[config.mk]
export PLATFORM = sky130hd
export DESIGN_NAME = vga_sprite_engine
export DESIGN_NICKNAME = d
export VERILOG_FILES = /design/src/rtl/vga_sprite_pkg.sv /design/src/rtl/sprite_line_fetch.sv /design/src/rtl/vga_sprite_engine.sv
export SDC_FILE = /design/constraint.sdc
export NUM_CORES = 1
export LEC_CHECK = 0
export CORE_MARGIN = 3
export CORE_UTILIZATION = 35
export CTS_CLUSTER_DIAMETER = 120
export DETAILED_ROUTE_END_ITERATION = 12
export PLACE_DENSITY_LB_ADDON = 0.15
export SYNTH_ARGS = -nofsm -noshare
export SYNTH_HDL_FRONTEND = slang
export SYNTH_SLANG_ARGS = --single-unit
[constraint.sdc]
create_clock -name px_clk -period 6.4 [get_ports px_clk]
set_input_delay 1.6 -clock px_clk [delete_from_list [all_inputs] [get_ports px_clk]]
set_output_delay 1.6 -clock px_clk [all_outputs]
set_load 0.02 [all_outputs]
[src/rtl/vga_sprite_pkg.sv]
`default_nettype none
//------------------------------------------------------------------------------
// vga_sprite_pkg - shared widths, fetch state encoding, scaled box test. Rev 1.0
//------------------------------------------------------------------------------
package vga_sprite_pkg;

  localparam int H_W     = 12;
  localparam int V_W     = 11;
  localparam int MADDR_W = 9;

  typedef enum logic [1:0] {
    IDLE = 2'd0,
    REQ  = 2'd1,
    DONE = 2'd2
  } fetch_state_t;

  // rel is a two's complement offset; neg carries its sign bit.
  function automatic logic in_scaled(input logic [H_W-1:0] rel,
                                     input logic           neg,
                                     input logic [H_W-1:0] size,
                                     input logic [1:0]     scale_log2);
    logic [H_W-1:0] lim;
    lim = size << scale_log2;
    return !neg && (rel < lim);
  endfunction

endpackage
`default_nettype wire

[src/rtl/sprite_line_fetch.sv]
`default_nettype none
//------------------------------------------------------------------------------
// sprite_line_fetch - per-line row prefetch over req/ack into a double line buffer. Rev 1.0
//------------------------------------------------------------------------------
module sprite_line_fetch
  import vga_sprite_pkg::*;
#(
  parameter int XSIZE = 16,
  parameter int YSIZE = 16,
  parameter int BPP   = 1
) (
  input  logic                     px_clk,
  input  logic                     rst,
  input  logic                     line_begin,
  input  logic [V_W-1:0]           v_addr,
  input  logic [V_W-1:0]           y_loc,
  input  logic [MADDR_W-1:0]       base,
  input  logic [1:0]               scale_log2,
  input  logic                     vflip,
  output logic                     mem_req,
  output logic [MADDR_W-1:0]       mem_addr,
  input  logic                     mem_ack,
  input  logic [XSIZE*BPP-1:0]     mem_rdata,
  output logic [XSIZE*BPP-1:0]     disp_buf,
  output logic                     fetch_miss
);

  localparam int DW = XSIZE * BPP;

  fetch_state_t        r_state;
  fetch_state_t        w_next;
  logic [MADDR_W-1:0]  r_addr;
  logic [DW-1:0]       r_fetch;
  logic [DW-1:0]       r_disp;
  logic                r_miss;

  logic [V_W-1:0]      w_nrel;
  logic                w_nrel_ok;
  logic [V_W-1:0]      w_row_full;
  logic [MADDR_W-1:0]  w_row;
  logic                unused_row;

  // Row needed by the line after the current one.
  assign w_nrel     = v_addr + V_W'(1) - y_loc;
  assign w_nrel_ok  = in_scaled({1'b0, w_nrel}, w_nrel[V_W-1], H_W'(YSIZE), scale_log2);
  assign w_row_full = w_nrel >> scale_log2;
  assign w_row      = vflip ? MADDR_W'(YSIZE - 1) - w_row_full[MADDR_W-1:0]
                            : w_row_full[MADDR_W-1:0];
  assign unused_row = &{1'b0, w_row_full[V_W-1:MADDR_W]};

  always_ff @(posedge px_clk) begin
    if (rst) r_state <= IDLE;
    else     r_state <= w_next;
  end

  always_comb begin
    w_next = r_state;
    if (line_begin)
      w_next = w_nrel_ok ? REQ : IDLE;
    else if (r_state == REQ && mem_ack)
      w_next = DONE;
  end

  always_comb begin
    mem_req  = (r_state == REQ);
    mem_addr = r_addr;
  end

  always_ff @(posedge px_clk) begin
    if (rst) begin
      r_addr  <= '0;
      r_fetch <= '0;
      r_disp  <= '0;
      r_miss  <= 1'b0;
    end else begin
      r_miss <= line_begin && (r_state == REQ);
      if (line_begin) begin
        // An unfinished fetch leaves the new line blank.
        r_disp <= (r_state == DONE) ? r_fetch : '0;
        if (w_nrel_ok) r_addr <= base + w_row;
      end
      if (r_state == REQ && mem_ack && !line_begin) r_fetch <= mem_rdata;
    end
  end

  assign disp_buf   = r_disp;
  assign fetch_miss = r_miss;

endmodule
`default_nettype wire

[src/rtl/vga_sprite_engine.sv]
`default_nettype none
//------------------------------------------------------------------------------
// vga_sprite_engine - scaled multi-bpp sprite renderer; SPRITE_MIRROR_EN adds h/v flip. Rev 1.0
//------------------------------------------------------------------------------
module vga_sprite_engine
  import vga_sprite_pkg::*;
#(
  parameter int                 XSIZE        = 16,
  parameter int                 YSIZE        = 16,
  parameter int                 BPP          = 1,
  parameter int                 XLOC_INITIAL = 0,
  parameter int                 YLOC_INITIAL = 0,
  parameter logic [MADDR_W-1:0] BASE_INITIAL = 9'h0a0
) (
  input  logic                 px_clk,
  input  logic                 rst,
  input  logic [15:0]          data_in,
  input  logic                 x_loc_en,
  input  logic                 y_loc_en,
  input  logic                 base_wren,
  input  logic                 scale_wren,
  input  logic                 frame_begin,
  input  logic                 line_begin,
  input  logic [H_W-1:0]       h_addr,
  input  logic [V_W-1:0]       v_addr,
  output logic                 mem_req,
  output logic [MADDR_W-1:0]   mem_addr,
  input  logic                 mem_ack,
  input  logic [XSIZE*BPP-1:0] mem_rdata,
  output logic                 sprite_on,
  output logic [BPP-1:0]       pixel_val,
  output logic                 fetch_miss
);

  localparam int CW = $clog2(XSIZE);
  localparam int DW = XSIZE * BPP;

  logic [H_W-1:0]     r_x_pend, r_x_act;
  logic [V_W-1:0]     r_y_pend, r_y_act;
  logic [MADDR_W-1:0] r_base_pend, r_base_act;
  logic [1:0]         r_scale;
  logic               r_on;
  logic [BPP-1:0]     r_val;
  logic               w_hflip, w_vflip;

  // Writes coinciding with frame_begin bypass the pending stage.
  always_ff @(posedge px_clk) begin
    if (rst) begin
      r_x_pend    <= H_W'(XLOC_INITIAL);
      r_x_act     <= H_W'(XLOC_INITIAL);
      r_y_pend    <= V_W'(YLOC_INITIAL);
      r_y_act     <= V_W'(YLOC_INITIAL);
      r_base_pend <= BASE_INITIAL;
      r_base_act  <= BASE_INITIAL;
      r_scale     <= 2'd0;
    end else begin
      if (x_loc_en)   r_x_pend    <= data_in[H_W-1:0];
      if (y_loc_en)   r_y_pend    <= data_in[V_W-1:0];
      if (base_wren)  r_base_pend <= data_in[MADDR_W-1:0];
      if (scale_wren) r_scale     <= data_in[1:0];
      if (frame_begin) begin
        r_x_act    <= x_loc_en  ? data_in[H_W-1:0]     : r_x_pend;
        r_y_act    <= y_loc_en  ? data_in[V_W-1:0]     : r_y_pend;
        r_base_act <= base_wren ? data_in[MADDR_W-1:0] : r_base_pend;
      end
    end
  end

`ifdef SPRITE_MIRROR_EN
  logic r_hflip_pend, r_hflip_act, r_vflip_pend, r_vflip_act;

  always_ff @(posedge px_clk) begin
    if (rst) begin
      r_hflip_pend <= 1'b0;
      r_hflip_act  <= 1'b0;
      r_vflip_pend <= 1'b0;
      r_vflip_act  <= 1'b0;
    end else begin
      if (x_loc_en) r_hflip_pend <= data_in[15];
      if (y_loc_en) r_vflip_pend <= data_in[14];
      if (frame_begin) begin
        r_hflip_act <= x_loc_en ? data_in[15] : r_hflip_pend;
        r_vflip_act <= y_loc_en ? data_in[14] : r_vflip_pend;
      end
    end
  end

  assign w_hflip = r_hflip_act;
  assign w_vflip = r_vflip_act;
`else
  assign w_hflip = 1'b0;
  assign w_vflip = 1'b0;
`endif

  logic [H_W-1:0] w_rel_x;
  logic [V_W-1:0] w_rel_y;
  logic           w_in_x, w_in_y;
  logic [H_W-1:0] w_col_full;
  logic [CW-1:0]  w_col;
  logic [DW-1:0]  w_disp_buf;
  logic [BPP-1:0] w_pix_arr [XSIZE];
  logic [BPP-1:0] w_pix;
  logic           unused_bits;

  assign w_rel_x    = h_addr - r_x_act;
  assign w_rel_y    = v_addr - r_y_act;
  assign w_in_x     = in_scaled(w_rel_x, w_rel_x[H_W-1], H_W'(XSIZE), r_scale);
  assign w_in_y     = in_scaled({1'b0, w_rel_y}, w_rel_y[V_W-1], H_W'(YSIZE), r_scale);
  assign w_col_full = w_rel_x >> r_scale;
  assign w_col      = w_hflip ? ~w_col_full[CW-1:0] : w_col_full[CW-1:0];
  assign unused_bits = &{1'b0, data_in[15:12], w_col_full[H_W-1:CW]};

  // Pixel 0 lives in the most significant bits of the row word.
  for (genvar gi = 0; gi < XSIZE; gi++) begin : g_unpack
    assign w_pix_arr[gi] = w_disp_buf[(XSIZE-1-gi)*BPP +: BPP];
  end

  assign w_pix = w_pix_arr[w_col];

  always_ff @(posedge px_clk) begin
    if (rst) begin
      r_on  <= 1'b0;
      r_val <= '0;
    end else begin
      r_on  <= w_in_x && w_in_y && (w_pix != '0);
      r_val <= (w_in_x && w_in_y) ? w_pix : '0;
    end
  end

  assign sprite_on = r_on;
  assign pixel_val = r_val;

  sprite_line_fetch #(
    .XSIZE (XSIZE),
    .YSIZE (YSIZE),
    .BPP   (BPP)
  ) u_fetch (
    .px_clk     (px_clk),
    .rst        (rst),
    .line_begin (line_begin),
    .v_addr     (v_addr),
    .y_loc      (r_y_act),
    .base       (r_base_act),
    .scale_log2 (r_scale),
    .vflip      (w_vflip),
    .mem_req    (mem_req),
    .mem_addr   (mem_addr),
    .mem_ack    (mem_ack),
    .mem_rdata  (mem_rdata),
    .disp_buf   (w_disp_buf),
    .fetch_miss (fetch_miss)
  );

endmodule
`default_nettype wire

# --- Yosys cells after proc, flatten, opt, wreduce, memory -nomap -nowiden ---
# Cells that the tools add are included.
op_classes:
  add_sub_neg: 5
  magnitude_cmp: 4
  eq_ne: 2
  shift: 3
  mux: 10
  n_bitwise: 2
  reduce_logical: 15
ops:
  columns: ["cell", "n"]
  rows:
  - ["< comparator 11 x 12 -> 1 bit", 2]
  - ["subtractor 11 bit", 2]
  - ["2-to-1 mux 16 bit", 1]
  - ["< comparator 12 bit", 1]
  - ["2-to-1 mux 12 bit", 1]
  - ["left shift 5 x 2 -> 12 bit (first input constant)", 1]
  - [">> shifter 12 x 2 -> 4 bit", 1]
  - ["subtractor 12 bit", 1]
  - ["adder 11 x 1 -> 11 bit (second input constant)", 1]
  - ["2-to-1 mux 11 bit", 1]
  - [">> shifter 11 x 2 -> 9 bit", 1]
  - ["adder 9 bit", 1]
  - ["2-to-1 mux 9 bit", 1]
  - ["logical AND 1 bit", 8]
  - ["greater-or-equal comparator 5 bit (second input constant)", 1]
  - ["NOT 4 -> 5 bit", 1]
  - ["binary-select mux 1 bit (select 4 bit)", 1]
  - ["logical NOT 1 bit", 4]
  - ["2-to-1 mux 2 bit", 2]
  - ["2-to-1 mux 1 bit", 3]
  - ["equality test 2 x 1 -> 1 bit (second input constant)", 1]
  - ["equality test 2 bit (second input constant)", 1]
  - ["AND reduction 2 bit", 1]
  - ["nonzero test 2 bit", 1]
  - ["other kinds (2)", 2]
word_totals:
  ff_bits: 112
  input_bits: 64
  output_inout_bits: 13
  wordCells: 55

# --- Logic depth before layout (Yosys ltp) ---
# Gate-level depths: netlist (run 1).
depth:
  depth_word: 7
  mapped_depth: 22

# --- Hierarchy ---
# Synthesis (run 1) repeated with hierarchy kept, for this count alone.
unflattened:
  cells_unflattened: 741
  hier_area_um2: 6573.8
modules_own_cells:
  columns: ["mod", "n_inst", "cells_per_inst", "area_each_um2", "seq_area_each_um2"]
  rows:
  - ["vga_sprite_engine", 1, 396, 3619.7, 1361.3]
  - ["sprite_line_fetch", 1, 345, 2954.1, 880.8]

# --- Least setup slack after synthesis (run 1) ---
# Ideal clock, no wire load.
synth_timing:
  kind: "input to register"
  start: "input port v_addr[1]"
  end: "register u_fetch.r_addr[7] (netlist: u_fetch.mem_addr[7])"
  t_arrival_ns: 5.128
  required_ns: 6.330
  setup_slack_ns: 1.201
  cell_stages: 21
  n_path_buf: 0
  path_cell_list: "inv_1 > ha_1 > inv_1 > ha_1 > inv_1 > fa_1 > nor2b_1 > nor2_1 > o31ai_1 > xnor2_1 > mux2i_1 > mux2i_1 > inv_1 > ha_1 > a21oi_1 > o21ai_0 > a2111oi_0 > nor3_1 > xnor2_1 > or3_1 > a21oi_1"
synth_via:
  elab_chain_cells: 5
  word_cells_on_any_way: 8
  cone_classes: "3 x add/sub; 1 x order compare; 1 x shift; 3 x reduce/logical"
synth_rtl:
  columns: ["element", "line_no", "source"]
  rows:
  - ["start, declared", "vga_sprite_engine.sv:25", "input logic [V_W-1:0] v_addr,"]
  - ["adder 11 x 1 -> 11 bit (*)", "sprite_line_fetch.sv:44", "assign w_nrel = v_addr + V_W'(1) - y_loc;"]
  - ["subtractor 11 bit (*)", "sprite_line_fetch.sv:44", null]
  - ["< comparator 11 x 12 -> 1 bit / logical NOT 1 bit (equally long branches)", "vga_sprite_pkg.sv:24", "return !neg && (rel < lim);"]
  - ["logical AND 1 bit", "vga_sprite_pkg.sv:24", null]
  - ["AND reduction 2 bit (no source line)", null, null]
  - ["end signal, assigned", "sprite_line_fetch.sv:80", "if (w_nrel_ok) r_addr <= base + w_row;"]
  - ["end, declared", "sprite_line_fetch.sv:32", "logic [MADDR_W-1:0] r_addr;"]
# Mark *: on every way between the ends. The rest lies on a longest branch, timed or not.
# A chain may end at the register's enable or synchronous reset.

# --- Worst setup path in the final report (run 1) ---
# Ends and elaborated chain as after synthesis.

==> run_results.csv, run 1 <==
group,metric,value,unit
die,die_w,140,um
global_route,grt_antenna_before_repair,0,
logic_synthesis,synth_area_leader_cell,"dfxtp_1",
detailed_routing,wl_per_cell,15.9,um
placed_design,dp_hpwl,12.4,mm
logic_synthesis,synth_edf_count,0,
clock_tree,cts_tree,"done",
cells_and_area,final_cell_mix,"dfxtp_1, nor2_1, clkdlybuf4s50_1",
timing,fin_crit_sh,91.2,%
die,coreArea,17500,um^2
detailed_routing,vias_per_cell,5.11,
placed_design,place_ws,0.229,ns
placed_design,dp_cells,981,
worst_setup_path,r2r_slack,2.01,ns
logic_synthesis,synthCells,713,
clock_tree,cts_num_sinks,112,
cells_and_area,synthToLayoutAreaGrowth,19.5,%
worst_setup_path,cp_top_family,"compound AO/OA/AOI/OAI gates",
worst_setup_path,start_kind,"input pin",
cells_and_area,nNetsFinal,892,
placed_design,gp_congestion,0.888,
worst_setup_path,reg2reg_depth,20,
cells_and_area,diodes,0,
logic_synthesis,ys_async_sr_fraction,0,%
timing,hold_viol,0,
timing,layout_setup_ws,0.565,ns
logic_synthesis,synth_top_cell_area_share,35.5,%
logic_synthesis,synth_compound_area_share,18.7,%
cells_and_area,multi_input_area,3750,um^2
clock_tree,clk_latency,0.36,ns
clock_tree,cts_made_buffers,9,
logic_synthesis,synth.area.top_cells,"dfxtp_1, ha_1, mux2i_1, nor2_1, a211oi_1",
timing,hold_ws,0.461,ns
cells_and_area,filler_cell_count,1716,
clock_tree,clk_pin_slew,0.07,ns
worst_hold_path,min_path_type,"reg -> reg",
worst_setup_path,reg2reg_to,"u_fetch.mem_addr[7]",
worst_setup_path,path_buf_inv,5,
worst_setup_path,worstPathRequired,6.68,ns
timing,setup_viol,0,
worst_setup_path,cp_cell_sequence,"clkdlybuf4s50_1 > inv_1 > ha_1 > inv_1 > ha_1 > inv_1 > fa_1 > nor2b_1 > nor2_1 > o31ai_1 > xnor2_1 > mux2i_1 > mux2i_1 > inv_1 > ha_1 > a21oi_1 > o21ai_0 > a2111oi_0 > nor3_1 > xnor2_1 > or3_1 > a21oi_1",
clock_tree,cts.htree.levels,3,
clock_tree,clock_path_buffers,2,
cells_and_area,final_util,43.2,%
die,die-area,19700,um^2
detailed_routing,drc,0,
cells_and_area,fin_cells,997,
worst_setup_path,crit_fanout,3,
timing,worst_pin_slew,1.07,ns
timing,slew_violations,0,
logic_synthesis,synth.avg_cell_area,8.87,um^2
logic_synthesis,synth_warnings,0,
global_route,grt_pass1_wl,26.6,mm
power_and_ir_drop,power_leakage,3.04,nW
run_status,status,"completed",
worst_setup_path,crit_path_end_kind,"flop",
timing,clock_skew,0.00892,ns
run,cap_violations,0,
worst_setup_path,r2r-start,"r_y_act[1]",
worst_setup_path,critPathKind,"in -> reg",
die,start_util,36.2,%
clock_tree,ctsHoldBuffers,0,
logic_synthesis,syn_nets,838,
logic_synthesis,synth-adder-area-share,13.1,%
detailed_routing,drt_iter0_markers,200,
placed_design,io_buffers,72,
timing,max_slew_margin,28.9,%
clock_tree,cts_root_buffer,"clkbuf_16",
global_route,grt_overflow,0,
detailed_routing,dr.pass1.iters,4,
timing,max_freq,171,MHz
worst_hold_path,worstHoldPathCells,2,
logic_synthesis,synth_xor_area_share,4.00,%
worst_setup_path,cpMostUsedCell,"inv_1",
logic_synthesis,synth.distinct_cells,62,
worst_setup_path,crit_arrival,6.11,ns
logic_synthesis,syn_area,6320,um^2
worst_setup_path,slowest_delay,0.48,ns
power_and_ir_drop,vdd_drop_max,0.154,mV
timing,rsz0062_at_grt,"false",
logic_synthesis,synth_top_family_by_area,"compound AO/OA/AOI/OAI gates",
detailed_routing,drt_wl_total,15.8,mm
timing,period_minus_slack,5.83,ns
detailed_routing,drtAntennaViolNets,0,
logic_synthesis,synth.area.mux_share,9.48,%
global_route,grt_start_max_net_pins,92,
detailed_routing,vias,5098,
die,ioPinCount,77,
worst_setup_path,cp_slowest_cell,"clkdlybuf4s50_1",
worst_hold_path,hp-start,"u_fetch.r_fetch[4]",
power_and_ir_drop,p_per_area,257,nW/um^2
logic_synthesis,ys_seq_area_share,35.5,%
clock_tree,post_cts_buffers,0,
die,die-height,140,um
clock_tree,cts_resized,0,
global_route,grt_pass1_vias,5162,
cells_and_area,drive_above_1_share,4.92,%
logic_synthesis,synth-simple-area-share,14.0,%
logic_synthesis,synth_seq_cells,112,
worst_hold_path,hold-path-endpoint,"u_fetch.r_fetch[4]",
cells_and_area,final_common_cell,"dfxtp_1",
logic_synthesis,ys.flop_type,"dfxtp_1",
global_route,grt.total_usage,16.7,%
cells_and_area,seq_area,2240,um^2
timing,fin_setup_tns,0,ns
die,rows,48,
-- worst max-delay path by stage --
stage	start	end	slack (ns)	cells past startpoint
finish	v_addr[1]	u_fetch.mem_addr[7]	0.57	22
detailed placement	v_addr[1]	u_fetch.mem_addr[7]	0.23	22
CTS	v_addr[1]	u_fetch.mem_addr[7]	0.58	22
floorplan	v_addr[1]	u_fetch.mem_addr[7]	1.20	21
global placement	v_addr[1]	u_fetch.mem_addr[7]	0.27	22
global route	v_addr[1]	u_fetch.mem_addr[7]	0.19	22
-- cell usage after synthesis (all sizes together), types with 2 or more instances --
master / instances
a211o: 3
a211oi: 32
a21boi: 3
a21o: 4
a21oi: 37
a22o: 16
a31o: 2
a31oi: 5
buf: 15
clkbuf: 18
dfxtp: 112
fa: 9
ha: 52
inv: 55
mux2: 3
mux2i: 46
mux4: 4
nand2: 55
nand2b: 4
nand3: 11
nand3b: 4
nor2: 90
nor2b: 9
nor3: 12
nor3b: 2
nor4: 3
o2111ai: 3
o21a: 12
o21ai: 35
o221ai: 3
o31ai: 3
or2: 2
or3: 2
or4: 3
xnor2: 18
xor2: 10
-- per-layer routing --
layer / wire length, um / up-vias / global-route usage [%]
li1: - / 2609 / -
met1: 7560 / 2382 / 22.5
met2: 7360 / 86 / 27.5
met3: 659 / 21 / 3.38
met4: 252 / 0 / 4.08
met5: 0 / - / 0
-- worst reg2reg max path: stages (launching register included) --
cell       delay, ns
dfxtp_1         0.33
ha_1            0.29
inv_1           0.06
ha_1            0.19
inv_1           0.06
fa_1            0.42
nor2b_1         0.18
nor2_1          0.06
o31ai_1         0.29
xnor2_1         0.19
mux2i_1         0.13
mux2i_1         0.22
inv_1           0.07
ha_1            0.31
a21oi_1         0.21
o21ai_0         0.15
a2111oi_0       0.43
nor3_1          0.14
xnor2_1         0.13
or3_1           0.31
a21oi_1         0.14
-- power by group --
| part | switching [mW] | internal [mW] | leakage (nW) |
|---|---|---|---|
| Combinational | 0.321 | 0.262 | 1.97 |
| Sequential | 0.0258 | 0.728 | 0.917 |
| Clock | 0.284 | 0.320 | 0.160 |
-- cells by family (layout without fill, tap and decap cells) --
family,Yosys count,count (layout)
mux,53,53
xor+xnor,28,28
compound gates,170,170
flops,112,112
fa+ha+maj,61,61
buf+inv,88,147
simple gates,201,201
-- per-stage QoR --
step,area [um^2],power (mW)
2_1_floorplan,6320,1.18
3_3_place_gp,7220,1.34
3_5_place_dp,7220,1.35
4_1_cts,7550,1.96
5_1_grt,7550,2.07
6_report,7550,1.94
-- sequential cells by signal (all words and copies together) (netlist names) --
name / count
u_fetch.disp_buf: 16
u_fetch.mem_addr: 9
r_scale: 2
r_y_act: 11
r_base_act: 9
u_fetch.r_fetch: 16
r_x_act: 12
sprite_on: 1
r_y_pend: 11
u_fetch.fetch_miss: 1
u_fetch.r_state: 2
r_x_pend: 12
r_base_pend: 9
pixel_val: 1
-- area by class of cell --
class / instances / area share [%]
multi-input combinational: 513 / 49.7
sequential: 112 / 29.7
timing repair buffer: 76 / 9.81
tap: 225 / 3.73
clock buffer: 9 / 2.98
inverter: 55 / 2.73
clock inverter: 7 / 1.36
Note: power is estimated with default switching activity, not from simulation.
==> inputs of run 2 (changes only) <==
Settings changed: CORE_UTILIZATION 35 to 48, MAX_ROUTING_LAYER from default to met4, SYNTH_HIERARCHICAL from default to 1.
==> run 2 against run 1 <==
Against the previous run:
- sequential share of layout area shrank 0.61 points
- via count grew 3.0%
- non-clock buffer count is 2 higher
- total power rose by 3.1%
- flip-flop and latch count unchanged
- clock-buffer cell count rose by 2
- worst setup slack got worse by 0.093 ns
- critical path depth grew 1
- synthesized area rose by 4.0%
- final cell count shrank 2.2%
- critical path type unchanged
==> run_results.csv, run 2 <==
group,metric,value,unit
clock_tree,cts_made_buffers,9,
clock_tree,clk_latency,0.34,ns
clock_tree,cts_root_buffer,"clkbuf_16",
die,ioPinCount,77,
cells_and_area,final_cell_mix,"dfxtp_1, nor2_1, clkdlybuf4s50_1",
worst_setup_path,start_kind,"input pin",
global_route,grt_pass1_wl,24.0,mm
detailed_routing,wl_per_cell,15.4,um
cells_and_area,nNetsFinal,921,
timing,max_freq,169,MHz
die,die-area,15100,um^2
die,coreArea,13300,um^2
detailed_routing,dr.pass1.iters,4,
cells_and_area,final_common_cell,"dfxtp_1",
detailed_routing,vias,5253,
logic_synthesis,synth.top_cells.by_count,"dfxtp_1, nor2_1, ha_1, nand2_1, mux2i_1",
detailed_routing,drc,0,
detailed_routing,drt_wl_total,15.0,mm
logic_synthesis,synth_edf_count,0,
worst_setup_path,cpMostUsedCell,"inv_1",
run_status,status,"completed",
timing,max_slew_margin,29.1,%
cells_and_area,fin_area,7710,um^2
logic_synthesis,syn_area,6570,um^2
worst_setup_path,crit_arrival,6.13,ns
logic_synthesis,synth_warnings,6,
logic_synthesis,synth.avg_cell_area,8.87,um^2
timing,period_minus_slack,5.93,ns
placed_design,io_buffers,72,
power_and_ir_drop,p_per_area,260,nW/um^2
logic_synthesis,synth.area.top_cells,"dfxtp_1, ha_1, mux2i_1, nor2_1, a211oi_1",
die,start_util,49.4,%
worst_setup_path,cp_cell_sequence,"clkdlybuf4s50_1 > inv_1 > ha_1 > inv_1 > ha_1 > inv_1 > fa_1 > nor2b_4 > o31a_1 > or2_1 > a21o_1 > xnor2_1 > o211ai_1 > inv_1 > o21ai_0 > ha_1 > nand2_1 > o21ai_1 > o41ai_1 > xnor2_1 > or3_4 > nand3_1 > a311oi_2",
logic_synthesis,synth.distinct_cells,77,
timing,worst_pin_slew,1.06,ns
clock_tree,clk_pin_slew,0.07,ns
die,rows,42,
placed_design,gp_congestion,0.826,
logic_synthesis,synth_most_common_cell,"dfxtp_1",
clock_tree,clock_path_buffers,2,
placed_design,dp_hpwl,11.8,mm
global_route,grt.total_usage,20.6,%
timing,setup_viol,0,
power_and_ir_drop,vdd_drop_max,0.175,mV
clock_tree,cts_tree,"done",
logic_synthesis,synth_seq_cells,112,
worst_setup_path,crit_path_end_kind,"flop",
detailed_routing,vias_per_cell,5.39,
worst_setup_path,slowest_delay,0.51,ns
global_route,grt_pass1_vias,5054,
detailed_routing,drtAntennaViolNets,0,
run,cap_violations,0,
worst_setup_path,cp_slowest_cell,"clkdlybuf4s50_1",
worst_setup_path,crit_fanout,4,
cells_and_area,drive_above_1_share,6.63,%
logic_synthesis,synth_area_leader_cell,"dfxtp_1",
timing,rsz0062_at_grt,"false",
global_route,grt_start_max_net_pins,73,
worst_setup_path,worstPathRequired,6.60,ns
logic_synthesis,ys_async_sr_fraction,0,%
timing,clock_skew,0.00718,ns
cells_and_area,synthToLayoutAreaGrowth,17.3,%
clock_tree,post_cts_buffers,0,
die,die_w,123,um
logic_synthesis,ys.flop_type,"dfxtp_1",
logic_synthesis,synthCells,741,
timing,fin_crit_sh,92.6,%
logic_synthesis,ys_seq_area_share,34.1,%
worst_setup_path,critPathKind,"in -> reg",
logic_synthesis,synth_top_cell_area_share,34.1,%
die,die-height,123,um
placed_design,post_dp_cell_area,7410,um^2
power_and_ir_drop,power_leakage,3.14,nW
timing,slew_violations,0,
detailed_routing,drt_iter0_markers,295,
cells_and_area,diodes,0,
clock_tree,cts_resized,0,
global_route,grt_overflow,0,
clock_tree,cts.htree.levels,3,
worst_hold_path,min_path_type,"reg -> reg",
clock_tree,ctsHoldBuffers,0,
logic_synthesis,syn_nets,868,
timing,fin_setup_tns,0,ns
global_route,grt_antenna_before_repair,0,
clock_tree,cts_num_sinks,112,
timing,hold_viol,0,
## run 2: report_power, final
part	switching, mW	leakage (nW)	total, mW	internal, mW
registers	0.0215	0.917	0.749	0.728
clock network	0.248	0.146	0.557	0.308
logic	0.375	2.08	0.695	0.320
total	0.644	3.14	2.00	1.36
## run 2: path summary, 6_finish.rpt
path                             from                  end  slack [ns]  cells past startpoint
setup / recovery            v_addr[1]  u_fetch/mem_addr[8]        0.47                     23
hold / removal    u_fetch/r_fetch[14]  u_fetch/r_fetch[14]        0.45                      2
hold reg to reg   u_fetch/r_fetch[14]  u_fetch/r_fetch[14]        0.45                      2
setup reg to reg           r_y_act[1]  u_fetch/mem_addr[8]        1.97                     21
## run 2: layout make-up
type | instances | area (um^2)
Sequential cell | 112 | 2240
Inverter | 51 | 191
Multi-Input combinational cell | 542 | 4000
Timing Repair Buffer | 78 | 756
Clock buffer | 11 | 233
Clock inverter | 5 | 63.8
Fill cell | 1229 | 5590
Tap cell | 176 | 220
## run 2: kinds of logic after synthesis
group	Yosys count	share of synthesized area [%]
simple gates	216	15.2
compound gates	172	19.2
flops	112	34.1
buf+inv	87	5.10
fa+ha+maj	63	12.3
mux	58	9.50
xor+xnor	32	4.47
other cells	1	0.0570
## run 2: per-stage QoR
stage | util (%) | hold WS, ns | worst slack, ns | power [mW] | cells
4_1_cts | 58.0 | 0.458 | 0.499 | 2.01 | 975
6_report | 58.0 | 0.454 | 0.473 | 2.00 | 975
3_3_place_gp | 55.8 | 0.446 | 0.291 | 1.43 | 959
5_1_grt | 58.0 | 0.477 | 0.148 | 2.12 | 975
3_5_place_dp | 55.8 | 0.449 | 0.152 | 1.45 | 959
2_1_floorplan | - | 0.436 | 1.12 | 1.27 | 741
## run 2: worst max-delay path, delay by kind of cell
| family | cells | cell delay (ns) |
|---|---|---|
| simple gates | 5 | 0.85 |
| buf+inv | 5 | 0.79 |
| fa+ha+maj | 4 | 1.05 |
| compound gates | 7 | 1.50 |
| xor+xnor | 2 | 0.32 |
## run 2: layer usage
layer	vias up	routed length [um]	global-route usage, %
met1	2425	7160	26.5
met4	0	195	5.95
met2	83	7110	33.7
met3	12	511	3.20
li1	2733	-	-
met5	-	0	-
==> inputs of run 3 (changes only) <==
Settings changed: PLACE_DENSITY from default to 0.7, PLACE_DENSITY_LB_ADDON 0.15 to default.
==> run 3 against run 2 <==
Against the previous run:
- combinational power fell by 1%
- clock-buffer cell count fell by 1
- flip-flop and latch count did not move
- final area barely moved
- non-clock buffer count fell by 2
- critical endpoint unchanged
- largest cell class unchanged
==> run_results.csv, run 3 (synthesis results as in run 2) <==
group,metric,value,unit
run_status,status,"completed",
global_route,grt_antenna_before_repair,0,
detailed_routing,drt_wl_total,15.2,mm
timing,worst_pin_slew,1.15,ns
timing,hold_viol,0,
clock_tree,post_cts_buffers,0,
timing,hold_ws,0.454,ns
cells_and_area,final_cell_mix,"dfxtp_1, nor2_1, clkdlybuf4s50_1",
cells_and_area,fin_cells,973,
cells_and_area,nNetsFinal,919,
worst_setup_path,start_kind,"input pin",
die,die-height,123,um
cells_and_area,final_common_cell,"dfxtp_1",
cells_and_area,final_util,58.0,%
cells_and_area,drive_above_1_share,6.52,%
worst_setup_path,cpMostUsedCell,"a21oi_1",
die,ioPinCount,77,
die,die-area,15100,um^2
worst_setup_path,crit_path_end_kind,"flop",
die,rows,42,
global_route,grt_overflow,0,
die,coreArea,13300,um^2
power_and_ir_drop,vdd_drop_max,0.172,mV
timing,max_slew_margin,23.6,%
placed_design,post_dp_cell_area,7400,um^2
placed_design,place_ws,0.0879,ns
timing,setup_viol,0,
worst_setup_path,reg2reg_to,"u_fetch/mem_addr[8]",
worst_hold_path,worstHoldPathCells,2,
clock_tree,cts.htree.levels,3,
worst_setup_path,crit_arrival,6.17,ns
cells_and_area,diodes,0,
worst_setup_path,critPathKind,"in -> reg",
worst_hold_path,hp-start,"u_fetch/r_fetch[3]",
worst_setup_path,cp_slowest_cell,"clkdlybuf4s50_1",
detailed_routing,vias_per_cell,5.41,
worst_setup_path,r2r_slack,1.91,ns
die,die_w,123,um
worst_setup_path,slowest_delay,0.49,ns
clock_tree,clock_path_buffers,2,
clock_tree,cts_made_buffers,9,
worst_setup_path,worstPathRequired,6.61,ns
global_route,grt_pass1_vias,5103,
worst_setup_path,reg2reg_depth,20,
timing,slew_violations,0,
timing,period_minus_slack,5.97,ns
worst_setup_path,cp_cell_sequence,"clkdlybuf4s50_1 > inv_1 > ha_1 > inv_1 > ha_1 > inv_1 > fa_1 > nor2b_4 > o21ai_0 > a21oi_1 > a21oi_1 > a21oi_1 > xor2_1 > ha_1 > a21o_1 > a21oi_1 > o21ai_1 > o41ai_1 > xnor2_1 > or3_4 > nand3_1 > a311oi_2",
worst_hold_path,min_path_type,"reg -> reg",
clock_tree,cts_root_buffer,"clkbuf_16",
placed_design,io_buffers,72,
worst_setup_path,r2r-start,"r_y_act[1]",
detailed_routing,drc,0,
run,cap_violations,0,
detailed_routing,drtAntennaViolNets,0,
timing,fin_setup_tns,0,ns
global_route,grt_pass1_wl,24.7,mm
clock_tree,clk_pin_slew,0.08,ns
global_route,grt_start_max_net_pins,65,
cells_and_area,synthToLayoutAreaGrowth,17.3,%
worst_setup_path,cp_top_family,"compound AO/OA/AOI/OAI gates",
timing,rsz0062_at_grt,"false",
detailed_routing,drt_iter0_markers,348,
timing,layout_setup_ws,0.432,ns
timing,fin_crit_sh,93.3,%
global_route,grt.total_usage,21.1,%
worst_setup_path,crit_fanout,5,
detailed_routing,wl_per_cell,15.6,um
placed_design,gp_congestion,0.909,
clock_tree,cts_resized,0,
clock_tree,cts_num_sinks,112,
placed_design,dp_hpwl,11.4,mm
clock_tree,ctsHoldBuffers,0,
timing,max_freq,168,MHz
power_and_ir_drop,power_leakage,3.13,nW
detailed_routing,dr.pass1.iters,5,
power_and_ir_drop,p_per_area,263,nW/um^2
clock_tree,cts_tree,"done",
cells_and_area,filler_cell_count,1139,
detailed_routing,vias,5264,
power_and_ir_drop,p_total,2.03,mW
timing,clock_skew,0.0120,ns
worst_hold_path,hold-path-endpoint,"u_fetch/r_fetch[3]",
worst_setup_path,path_buf_inv,4,
placed_design,dp_cells,957,
die,start_util,49.4,%
cells_and_area,fin_area,7710,um^2
clock_tree,clk_latency,0.35,ns
-- run 3: changes by cell type in the layout (fill, tap and decap cells not counted), sizes merged --
cell / delta
buf: -2
clkbuf: -1
clkinv: -1
clkinvlp: +1
inv: +1
-- run 3: metal layers --
layer  vias to the layer above  wire [um]  GRT usage (%)
met2                       102       6890           33.1
met5                         -          0              -
met1                      2431       7490           28.4
met3                        22        559           2.84
met4                         0        269           6.99
li1                       2709          -              -
-- run 3: layout make-up --
cell class / instances / area [um^2] / share of cell area, %
tap: 176 / 220 / 2.86
sequential: 112 / 2240 / 29.1
inverter: 51 / 191 / 2.48
clock buffer: 10 / 229 / 2.97
multi-input combinational: 542 / 4000 / 51.9
clock inverter: 6 / 85.1 / 1.10
timing repair buffer: 76 / 741 / 9.61
-- run 3: worst max-delay path by stage --
| stage | startpoint | endpoint | slack [ns] | cells past startpoint |
|---|---|---|---|---|
| global placement | v_addr[1] | u_fetch/mem_addr[8] | 0.16 | 22 |
| floorplan | v_addr[1] | u_fetch/mem_addr[8] | 1.12 | 21 |
| global route | v_addr[1] | u_fetch/mem_addr[8] | 0.11 | 22 |
| CTS | v_addr[1] | u_fetch/mem_addr[8] | 0.46 | 22 |
| finish | v_addr[1] | u_fetch/mem_addr[8] | 0.43 | 22 |
| detailed placement | v_addr[1] | u_fetch/mem_addr[8] | 0.09 | 22 |
-- run 3: worst min-delay path, stage by stage (launching register included) --
cell and delay, ns:
dfxtp_1 0.31, nand2_1 0.05, a21oi_1 0.05
-- run 3: power breakdown --
| part | leakage, nW | switching (mW) | internal [mW] |
|---|---|---|---|
| clock | 0.150 | 0.279 | 0.315 |
| sequential | 0.917 | 0.0193 | 0.727 |
| combinational | 2.07 | 0.373 | 0.314 |
